$ cat config.mk
export PLATFORM = sky130hd
export DESIGN_NAME = fila_chamadas_flat
export DESIGN_NICKNAME = d
export VERILOG_FILES = /design/src/rtl/fila_chamadas_if.sv /design/src/rtl/fila_chamadas.sv /design/src/flat_wrapper.sv
export SDC_FILE = /design/constraint.sdc
export NUM_CORES = 1
export LEC_CHECK = 0
export BUFFER_PORTS_ARGS = -buffer_cell sky130_fd_sc_hd__buf_2
export CAP_MARGIN = 30
export CORE_UTILIZATION = 62
export CTS_BUF_LIST = sky130_fd_sc_hd__clkbuf_16
export CTS_CLUSTER_SIZE = 16
export DETAILED_ROUTE_END_ITERATION = 8
export PLACE_DENSITY = 0.91
export SETUP_SLACK_MARGIN = 0.05
export SLEW_MARGIN = 30
export SYNTH_ARGS = -nofsm -noshare
export SYNTH_HDL_FRONTEND = slang
export SYNTH_SLANG_ARGS = --single-unit
$ cat constraint.sdc
create_clock -name clock -period 3.75 [get_ports clock]
set_clock_uncertainty 0.05 [all_clocks]
set_input_delay 0.375 -clock clock [delete_from_list [all_inputs] [get_ports clock]]
set_output_delay 0.375 -clock clock [all_outputs]
set_load 0.01 [all_outputs]
$ cat src/rtl/fila_chamadas_if.sv
// Offer/acknowledge handshake between the call queue (master) and the motion controller (slave).
interface fila_chamadas_if;
  logic       req_valid;
  logic       req_ack;
  logic [1:0] dest;
  logic       subir;
  logic       descer;
  logic       chegou;

  modport master (output req_valid, dest, subir, descer, input req_ack, chegou);
  modport slave  (input req_valid, dest, subir, descer, output req_ack, chegou);
endinterface

$ cat src/rtl/fila_chamadas.sv
// Elevator call queue: debounces active-low buttons, latches calls, tracks the floor
// and offers one SCAN-ordered destination at a time to the motion controller.
module fila_chamadas #(
  parameter int N_ANDARES  = 4,
  parameter int DEB_CYCLES = 4
) (
  input  logic                 clock,
  input  logic                 reset,
  input  logic [N_ANDARES-1:0] b,
  input  logic [N_ANDARES-1:0] sen,
  fila_chamadas_if.master      ctl,
  output logic [N_ANDARES-1:0] pendente,
  output logic [1:0]           andar_atual,
  output logic                 erro_sensor
);
  localparam int CW = $clog2(DEB_CYCLES + 1);

  typedef enum logic [1:0] {LIVRE, OFERTA, AGUARDA} estado_t;

  logic [N_ANDARES-1:0] b_s1_q, b_s1_d, b_s2_q, b_s2_d;
  logic [N_ANDARES-1:0] sen_s1_q, sen_s1_d, sen_s2_q, sen_s2_d;
  logic [N_ANDARES-1:0] deb_q, deb_d, deb_prev_q, deb_prev_d;
  logic [CW-1:0]        cnt_q [N_ANDARES];
  logic [CW-1:0]        cnt_d [N_ANDARES];
  logic [N_ANDARES-1:0] pend_q, pend_d;
  logic [1:0]           andar_q, andar_d;
  logic                 erro_q, erro_d;
  logic                 dir_sobe_q, dir_sobe_d;
  estado_t              estado_q, estado_d;
  logic                 valid_q, valid_d;
  logic [1:0]           dest_q, dest_d;
  logic                 subir_q, subir_d;
  logic                 descer_q, descer_d;

  logic [N_ANDARES-1:0] press, set_m, clr_m;
  logic [1:0]           acima, abaixo, alvo, idx_sen;
  logic                 acima_ok, abaixo_ok, dir_novo;
  int                   n_altos;

  always_comb begin
    b_s1_d     = b;
    b_s2_d     = b_s1_q;
    sen_s1_d   = sen;
    sen_s2_d   = sen_s1_q;
    deb_d      = deb_q;
    deb_prev_d = deb_q;
    for (int i = 0; i < N_ANDARES; i++) begin
      cnt_d[i] = '0;
      if (b_s2_q[i] != deb_q[i]) begin
        if (cnt_q[i] == CW'(DEB_CYCLES - 1)) deb_d[i] = ~deb_q[i];
        else cnt_d[i] = cnt_q[i] + 1'b1;
      end
    end

    // A press is the debounced level falling; it is seen one cycle after the flip.
    press = deb_prev_q & ~deb_q;
    set_m = press;
    clr_m = '0;
    for (int i = 0; i < N_ANDARES; i++) begin
      if (estado_q == LIVRE && pend_q == '0 && sen_s2_q[i] && andar_q == 2'(i)) set_m[i] = 1'b0;
      if (estado_q == AGUARDA && ctl.chegou && dest_q == 2'(i)) clr_m[i] = 1'b1;
    end
    pend_d = (pend_q | set_m) & ~clr_m;

    n_altos = 0;
    idx_sen = '0;
    for (int i = 0; i < N_ANDARES; i++) begin
      if (sen_s2_q[i]) begin
        n_altos = n_altos + 1;
        idx_sen = 2'(i);
      end
    end
    andar_d = (n_altos == 1) ? idx_sen : andar_q;
    erro_d  = erro_q | (n_altos > 1);

    // Nearest pending floor on each side of the car.
    acima    = '0;
    acima_ok = 1'b0;
    for (int i = N_ANDARES - 1; i >= 0; i--) begin
      if (pend_q[i] && 2'(i) > andar_q) begin
        acima    = 2'(i);
        acima_ok = 1'b1;
      end
    end
    abaixo    = '0;
    abaixo_ok = 1'b0;
    for (int i = 0; i < N_ANDARES; i++) begin
      if (pend_q[i] && 2'(i) < andar_q) begin
        abaixo    = 2'(i);
        abaixo_ok = 1'b1;
      end
    end

    alvo     = andar_q;
    dir_novo = dir_sobe_q;
    if (dir_sobe_q) begin
      if (acima_ok) alvo = acima;
      else if (abaixo_ok) begin
        alvo     = abaixo;
        dir_novo = 1'b0;
      end
    end else begin
      if (abaixo_ok) alvo = abaixo;
      else if (acima_ok) begin
        alvo     = acima;
        dir_novo = 1'b1;
      end
    end

    estado_d   = estado_q;
    valid_d    = valid_q;
    dest_d     = dest_q;
    subir_d    = subir_q;
    descer_d   = descer_q;
    dir_sobe_d = dir_sobe_q;
    case (estado_q)
      LIVRE: begin
        if (pend_q != '0) begin
          dest_d     = alvo;
          subir_d    = alvo > andar_q;
          descer_d   = alvo < andar_q;
          dir_sobe_d = dir_novo;
          valid_d    = 1'b1;
          estado_d   = OFERTA;
        end
      end
      OFERTA: begin
        if (ctl.req_ack) begin
          valid_d  = 1'b0;
          estado_d = AGUARDA;
        end
      end
      AGUARDA: begin
        if (ctl.chegou) begin
          subir_d  = 1'b0;
          descer_d = 1'b0;
          estado_d = LIVRE;
        end
      end
      default: estado_d = LIVRE;
    endcase
  end

  always_ff @(posedge clock or negedge reset) begin
    if (!reset) begin
      b_s1_q     <= '1;
      b_s2_q     <= '1;
      sen_s1_q   <= '0;
      sen_s2_q   <= '0;
      deb_q      <= '1;
      deb_prev_q <= '1;
      for (int i = 0; i < N_ANDARES; i++) cnt_q[i] <= '0;
      pend_q     <= '0;
      andar_q    <= '0;
      erro_q     <= 1'b0;
      dir_sobe_q <= 1'b1;
      estado_q   <= LIVRE;
      valid_q    <= 1'b0;
      dest_q     <= '0;
      subir_q    <= 1'b0;
      descer_q   <= 1'b0;
    end else begin
      b_s1_q     <= b_s1_d;
      b_s2_q     <= b_s2_d;
      sen_s1_q   <= sen_s1_d;
      sen_s2_q   <= sen_s2_d;
      deb_q      <= deb_d;
      deb_prev_q <= deb_prev_d;
      for (int i = 0; i < N_ANDARES; i++) cnt_q[i] <= cnt_d[i];
      pend_q     <= pend_d;
      andar_q    <= andar_d;
      erro_q     <= erro_d;
      dir_sobe_q <= dir_sobe_d;
      estado_q   <= estado_d;
      valid_q    <= valid_d;
      dest_q     <= dest_d;
      subir_q    <= subir_d;
      descer_q   <= descer_d;
    end
  end

  assign ctl.req_valid = valid_q;
  assign ctl.dest      = dest_q;
  assign ctl.subir     = subir_q;
  assign ctl.descer    = descer_q;
  assign pendente      = pend_q;
  assign andar_atual   = andar_q;
  assign erro_sensor   = erro_q;
endmodule

$ cat src/flat_wrapper.sv
// flat-port wrapper written by rule: the top's interface ports become plain ports
module fila_chamadas_flat 
#(
  parameter int N_ANDARES  = 4,
  parameter int DEB_CYCLES = 4
)
  (clock, reset, b, sen, pendente, andar_atual, erro_sensor, ctl_req_valid, ctl_dest, ctl_subir, ctl_descer, ctl_req_ack, ctl_chegou);
  fila_chamadas_if ctl_i ();
  input  logic clock;
  input  logic reset;
  input  logic [N_ANDARES-1:0] b;
  input  logic [N_ANDARES-1:0] sen;
  output logic [N_ANDARES-1:0] pendente;
  output logic [1:0] andar_atual;
  output logic erro_sensor;
  output wire logic [$bits(ctl_i.req_valid)-1:0] ctl_req_valid;
  output wire logic [$bits(ctl_i.dest)-1:0] ctl_dest;
  output wire logic [$bits(ctl_i.subir)-1:0] ctl_subir;
  output wire logic [$bits(ctl_i.descer)-1:0] ctl_descer;
  input wire logic [$bits(ctl_i.req_ack)-1:0] ctl_req_ack;
  input wire logic [$bits(ctl_i.chegou)-1:0] ctl_chegou;
  assign ctl_req_valid = ctl_i.req_valid;
  assign ctl_dest = ctl_i.dest;
  assign ctl_subir = ctl_i.subir;
  assign ctl_descer = ctl_i.descer;
  assign ctl_i.req_ack = ctl_req_ack;
  assign ctl_i.chegou = ctl_chegou;
  fila_chamadas #(.N_ANDARES(N_ANDARES), .DEB_CYCLES(DEB_CYCLES)) u_core (.clock(clock), .reset(reset), .b(b), .sen(sen), .ctl(ctl_i), .pendente(pendente), .andar_atual(andar_atual), .erro_sensor(erro_sensor));
endmodule
# Word level (Yosys, flattened, before mapping)
# Index checks and enable logic that the tools add are counted.
dict set report classes {
  mux 60
  n_eq_ne 20
  n_bitwise 10
  n_reduce_logical 37
  order_cmp 11
  add_sub_neg 7
}
# op n
set ops {}
lappend ops {{$mux W32} 3}
lappend ops {{$add A32 B2 Y32 const B} 2}
lappend ops {{$eq A32 B2 Y1 const B} 1}
lappend ops {{$gt A32 B2 Y1 const B} 1}
lappend ops {{$mux W2} 16}
lappend ops {{$mux W1} 29}
lappend ops {{$mux W3} 8}
lappend ops {{$logic_and A1 B1 Y1} 22}
lappend ops {{$add A3 B1 Y3 const B} 4}
lappend ops {{$eq A3 B2 Y1 const B} 4}
lappend ops {{$eq A2 B2 Y1 const B} 5}
lappend ops {{$reduce_and A2 Y1} 5}
lappend ops {{$reduce_and A3 Y1} 3}
lappend ops {{$and A4 B4 Y4} 2}
lappend ops {{$not A4 Y4} 2}
lappend ops {{$eq A2 B1 Y1 const B} 3}
lappend ops {{$logic_not A2 Y1} 3}
lappend ops {{$ne A2 B2 Y1 const B} 3}
lappend ops {{$pmux W1 S2} 3}
lappend ops {{$pmux W2 S3} 1}
lappend ops {{$gt A1 B2 Y1 const A} 2}
lappend ops {{$gt A2 B2 Y1 const A} 2}
lappend ops {{$logic_not A4 Y1} 1}
lappend ops {{$lt A1 B2 Y1 const A} 2}
lappend ops {{10 further kinds} 18}
dict set report word_totals {
  input_bits 12
  register_bits 51
}

# Depth between registers and ports, before layout
dict set report logic_depth {
  ltp_word 12
  mapped_depth 11
}

# Least setup slack after synthesis
# Ideal clock, no wire load.
dict set report synth_path {
  path_kind {register to register}
  from {register u_core.andar_q[1] (netlist: u_core.andar_atual[1])}
  to {register u_core.subir_q (netlist: u_core.ctl.subir)}
  arrival_ns 2.206
  period_less_slack_ns 2.340
  path_buffers 1
  path_slack_ns 1.410
  required_ns 3.615
  stages_incl_launch_ff 10
  cell_sequence {dfrtp_1 -> buf_2 -> or4_1 -> a22oi_1 -> o21ai_0 -> ha_1 -> a21oi_1 -> a2111oi_0 -> a21oi_1 -> o22ai_1}
}
dict set report synth_between {
  elab_chain_cells 12
  elab_cells_between_ends 39
}
# element line
set synth_rtl {}
lappend synth_rtl {{start, declared} fila_chamadas.sv:26} ;# logic [1:0] andar_q, andar_d;
lappend synth_rtl {{start signal, assigned} fila_chamadas.sv:171} ;# andar_q <= andar_d;
lappend synth_rtl {{$gt A2 B2 Y1 / $lt A1 B2 Y1 (equally long branches)} {fila_chamadas.sv:80, fila_chamadas.sv:88}}
lappend synth_rtl {{$logic_and A1 B1 Y1, on equally long branches} {fila_chamadas.sv:80, fila_chamadas.sv:88}}
lappend synth_rtl {{$mux W2 (tied with other cells) (4 in series)} fila_chamadas.sv:80} ;# if (pend_q[i] && 2'(i) > andar_q) begin
lappend synth_rtl {{$mux W2, on equally long branches} {fila_chamadas.sv:104, fila_chamadas.sv:98}}
lappend synth_rtl {{$mux W2, on equally long branches} {fila_chamadas.sv:103, fila_chamadas.sv:97}}
lappend synth_rtl {{$mux W2 *} fila_chamadas.sv:96} ;# if (dir_sobe_q) begin
lappend synth_rtl {{via u_core.alvo[1]} fila_chamadas.sv:36} ;# logic [1:0] acima, abaixo, alvo, idx_sen;
lappend synth_rtl {{$gt A2 B2 Y1 *} fila_chamadas.sv:120} ;# subir_d = alvo > andar_q;
lappend synth_rtl {{$mux W1 *} fila_chamadas.sv:118} ;# if (pend_q != '0) begin
lappend synth_rtl {{$pmux W1 S2 *} fila_chamadas.sv:116} ;# case (estado_q)
lappend synth_rtl {{end signal, assigned} fila_chamadas.sv:177} ;# subir_q <= subir_d;
lappend synth_rtl {{end, declared} fila_chamadas.sv:32} ;# logic subir_q, subir_d;
# Mark *: on every way through the listed nets, which the timed path passes. The rest lies on a longest branch. The select of a mux whose other input is x is not followed.
# A chain may end at the register's enable or synchronous reset.

# Worst setup path in the final report
dict set report layout_path {
  from {register u_core.andar_q[0] (netlist: u_core.andar_atual[0])}
  to {register u_core.subir_q (netlist: u_core.ctl.subir)}
}
# The elaborated chain is that of the path after synthesis.

==> impl_metrics.tcl <==
set metrics [dict create \
    wl_met3_um 221 \
    start_util 0.6611 \
    io_pins 24 \
    dr.pass1.iters 4 \
    drc 0 \
    syn_inst 196 \
    grt_first_pass_wirelength_um 6789 \
    asyncSetResetFlopFracSynth 1.000 \
    port_buffers 23 \
    finalCriticalPeriod_ns 2.567 \
    clkSinkCount 51 \
    leakage_nw 1.131 \
    synth_cell_types 41 \
    power.share.switching 0.3327 \
    r2r_cells 9 \
    wl_um 3850 \
    drt_iter0_markers 175 \
    pwr_density_cell_nw_per_um2 714.8 \
    drv_slew 0 \
    cts_tree "built" \
    crit_buf_inv 0 \
    ys_ff_latch 51 \
    place.gp.congestion 0.8293 \
    setup_viol 0 \
    slowest_delay_ns 0.57 \
    rrSetupSlack_ns 1.18 \
    critPathRequiredTime_ns 3.90 \
    fin_crit_sh 0.6845 \
    layout.nets 242 \
    critPathArrivalTime_ns 2.72 \
    cts_buffer_depth 2 \
    avgSynthCellArea_um2 11.43 \
    end_kind "flop" \
    track_usage 0.2306 \
    wl_met1_um 1643 \
    yosys_warnings 0 \
    max_slew_margin 0.6005 \
    dp_slack_ns 1.249 \
    path_class "flop to flop" \
    die_area_um2 3859 \
    die_h_um 62.12 \
    vias 1547 \
    ir_worst_vdd_v 0.0005318 \
    netlist_area_um2 2241 \
    h-tree-depth 2 \
    outcome "completed" \
    clock.fmax_mhz 389.6 \
    path_max_fanout 13 \
    dp_hpwl_um 2613 \
    seq_power_share 0.509 \
    cts.repair.resized 0 \
    core_area_um2 3390 \
    cts_root_buffer "clkbuf_16" \
    post-cts-setup-buffer-count 0 \
    route.met2.wl_um 1912 \
    clk_pin_slew_ns 0.06 \
    wl_per_cell_um 14.42 \
    p_sw_mw 0.6004 \
    viasPerCell 5.794 \
    grt_max_degree 52 \
    worst_pin_slew_ns 0.5993 \
    antenna_left 0 \
    die_w_um 62.12 \
    synth-seq-area-share 0.5790 \
    cap_violations 0 \
    area_growth_syn_to_layout_pct 12.67 \
    clkPwrFrac 0.230 \
    grt_pass1_vias 1480 \
    rsz0062_at_grt "no" \
    critPathLaunchType "flop" \
    synth_nets 218 \
    grt_overflow_total 0 \
    regToRegStartpoint "u_core.andar_atual[0]" \
    tns_ns 0 \
    hold_buffers 0 \
    antenna_found_initial 0 \
    antenna_cells 0 \
    ys.flop_type "dfrtp_1" \
    holdCritPathClass "input port to asynchronous set/reset pin" \
    cts_made_buffers 5 \
    clock_latency_ns 0.29 \
    hold_viol_final 0 \
    crit_path_frequent_cell "a21oi_1" \
    p_int_mw 1.204 \
    slowest_stage "dfrtp_1" \
    top_layer "met4" \
    combPwrFrac 0.262 \
    cpLargestDelayFamily "compound AO/OA/AOI/OAI gates" \
    timing.rr.end "u_core.ctl.subir" \
    synth_edf_count 0 \
    setup_ws_ns 1.183 \
    critical_path.cell_chain "nor2b_1, or4_1, a22oi_1, o21ai_0, ha_1, a21oi_1, a2111oi_0, a21oi_1, o22ai_1" \
    drive_above_1_share 0.2308 \
    fp-row-count 21 \
]
## cells in the mapped netlist (2+ instances only)
cell type	count	share of area
inv_1	14	0.023
a21oi_1	11	0.025
o21ai_0	17	0.038
dfstp_2	17	0.20
mux2_2	3	0.015
nor2_1	7	0.012
nand3_1	3	0.0067
nand2b_1	3	0.0084
nor3b_1	10	0.033
clkbuf_1	2	0.0034
nor2b_1	9	0.025
dfrtp_1	34	0.38
mux2i_1	2	0.0089
o21a_1	2	0.0067
a31oi_1	3	0.0084
ha_1	10	0.056
nand2_1	9	0.015
buf_2	5	0.011
nand4_1	3	0.0084
nor3_1	5	0.011
xnor2_1	4	0.016
and3_1	2	0.0056
o22ai_1	3	0.0084
## kinds of logic (layout without fill, tap and decap cells)
| family | after synthesis | after routing | synth area share |
|---|---|---|---|
| xor gates and xnor gates | 4 | 4 | 0.01563 |
| AOI/OAI and AO/OA | 46 | 46 | 0.1240 |
| DFF | 51 | 51 | 0.5790 |
| muxes | 5 | 5 | 0.02401 |
| buffers and inverters | 21 | 46 | 0.03797 |
| adders and majority gates | 10 | 10 | 0.05583 |
| and+or+nand+nor | 59 | 59 | 0.1636 |
## metrics by stage
step / util / hold slack (ns) / std cells / area (um^2) / power, mW
finish: 0.7449 / 0.1345 / 267 / 2525 / 1.805
global route: 0.7449 / 0.1245 / 267 / 2525 / 1.927
CTS: 0.7449 / 0.1315 / 267 / 2525 / 1.818
detailed placement: 0.7047 / 0.2862 / 259 / 2389 / 1.390
global placement: 0.7047 / 0.2815 / 259 / 2389 / 1.357
floorplan: - / 0.02941 / 196 / 2241 / 1.238
## flip-flops by register name, indices dropped and copies added (netlist names), 2 cells and up
| name | flops |
|---|---|
| u_core.deb_prev_d | 4 |
| u_core.sen_s2_q | 4 |
| u_core.b_s2_q | 4 |
| u_core.estado_q | 2 |
| u_core.sen_s1_q | 4 |
| u_core.cnt_q | 12 |
| u_core.andar_atual | 2 |
| u_core.ctl.dest | 2 |
| u_core.b_s1_q | 4 |
| u_core.deb_prev_q | 4 |
| u_core.pendente | 4 |
## cells in the final DEF (no fill, tap or decap), drive strengths merged, types with 2 or more instances in the layout
cell type / count
o21ai: 17
and3: 2
inv: 17
a21oi: 11
nor2: 7
dfstp: 17
xnor2: 4
nand2b: 3
ha: 10
clkbuf: 5
o21a: 2
a31oi: 3
nand2: 9
mux2i: 2
nand3: 3
nor3: 5
dfrtp: 34
nor2b: 9
nor3b: 11
nand4: 3
mux2: 3
o22ai: 3
buf: 24
## how the worst max path moves through the flow
stage	cells after the start	endpoint	from	slack, ns
after global placement	9	u_core.ctl.subir	u_core.andar_atual[0]	1.36
final	9	u_core.ctl.subir	u_core.andar_atual[0]	1.18
after global routing	9	u_core.ctl.subir	u_core.andar_atual[0]	1.04
after floorplan	9	u_core.ctl.subir	u_core.andar_atual[1]	1.41
after detailed placement	9	u_core.ctl.subir	u_core.andar_atual[0]	1.25
after CTS	9	u_core.ctl.subir	u_core.andar_atual[0]	1.23
## layout make-up
cell class | count | area [um^2]
Clock buffer | 5 | 125.1
Clock inverter | 3 | 11.26
Fill cell | 217 | 864.6
Inverter | 14 | 52.55
Multi-Input combinational cell | 124 | 858.3
Sequential cell | 51 | 1297
Tap cell | 46 | 57.56
Timing Repair Buffer | 24 | 122.6
## power groups by stage
stage | Combinational [mW] | Clock [mW] | Sequential, mW
global route | 0.537 | 0.448 | 0.942
detailed placement | 0.469 | 0 | 0.922
floorplan | 0.378 | 0 | 0.860
global placement | 0.450 | 0 | 0.907
finish | 0.472 | 0.414 | 0.918
CTS | 0.476 | 0.427 | 0.915
## metal layers
layer  vias to the layer above  global-route usage
met1                       746              0.2863
met3                         8             0.07537
met2                        52              0.3723
li1                        741                   -
met4                         0             0.09593
met5                         -                   0
No activity file was read; power rests on OpenSTA's default activity.
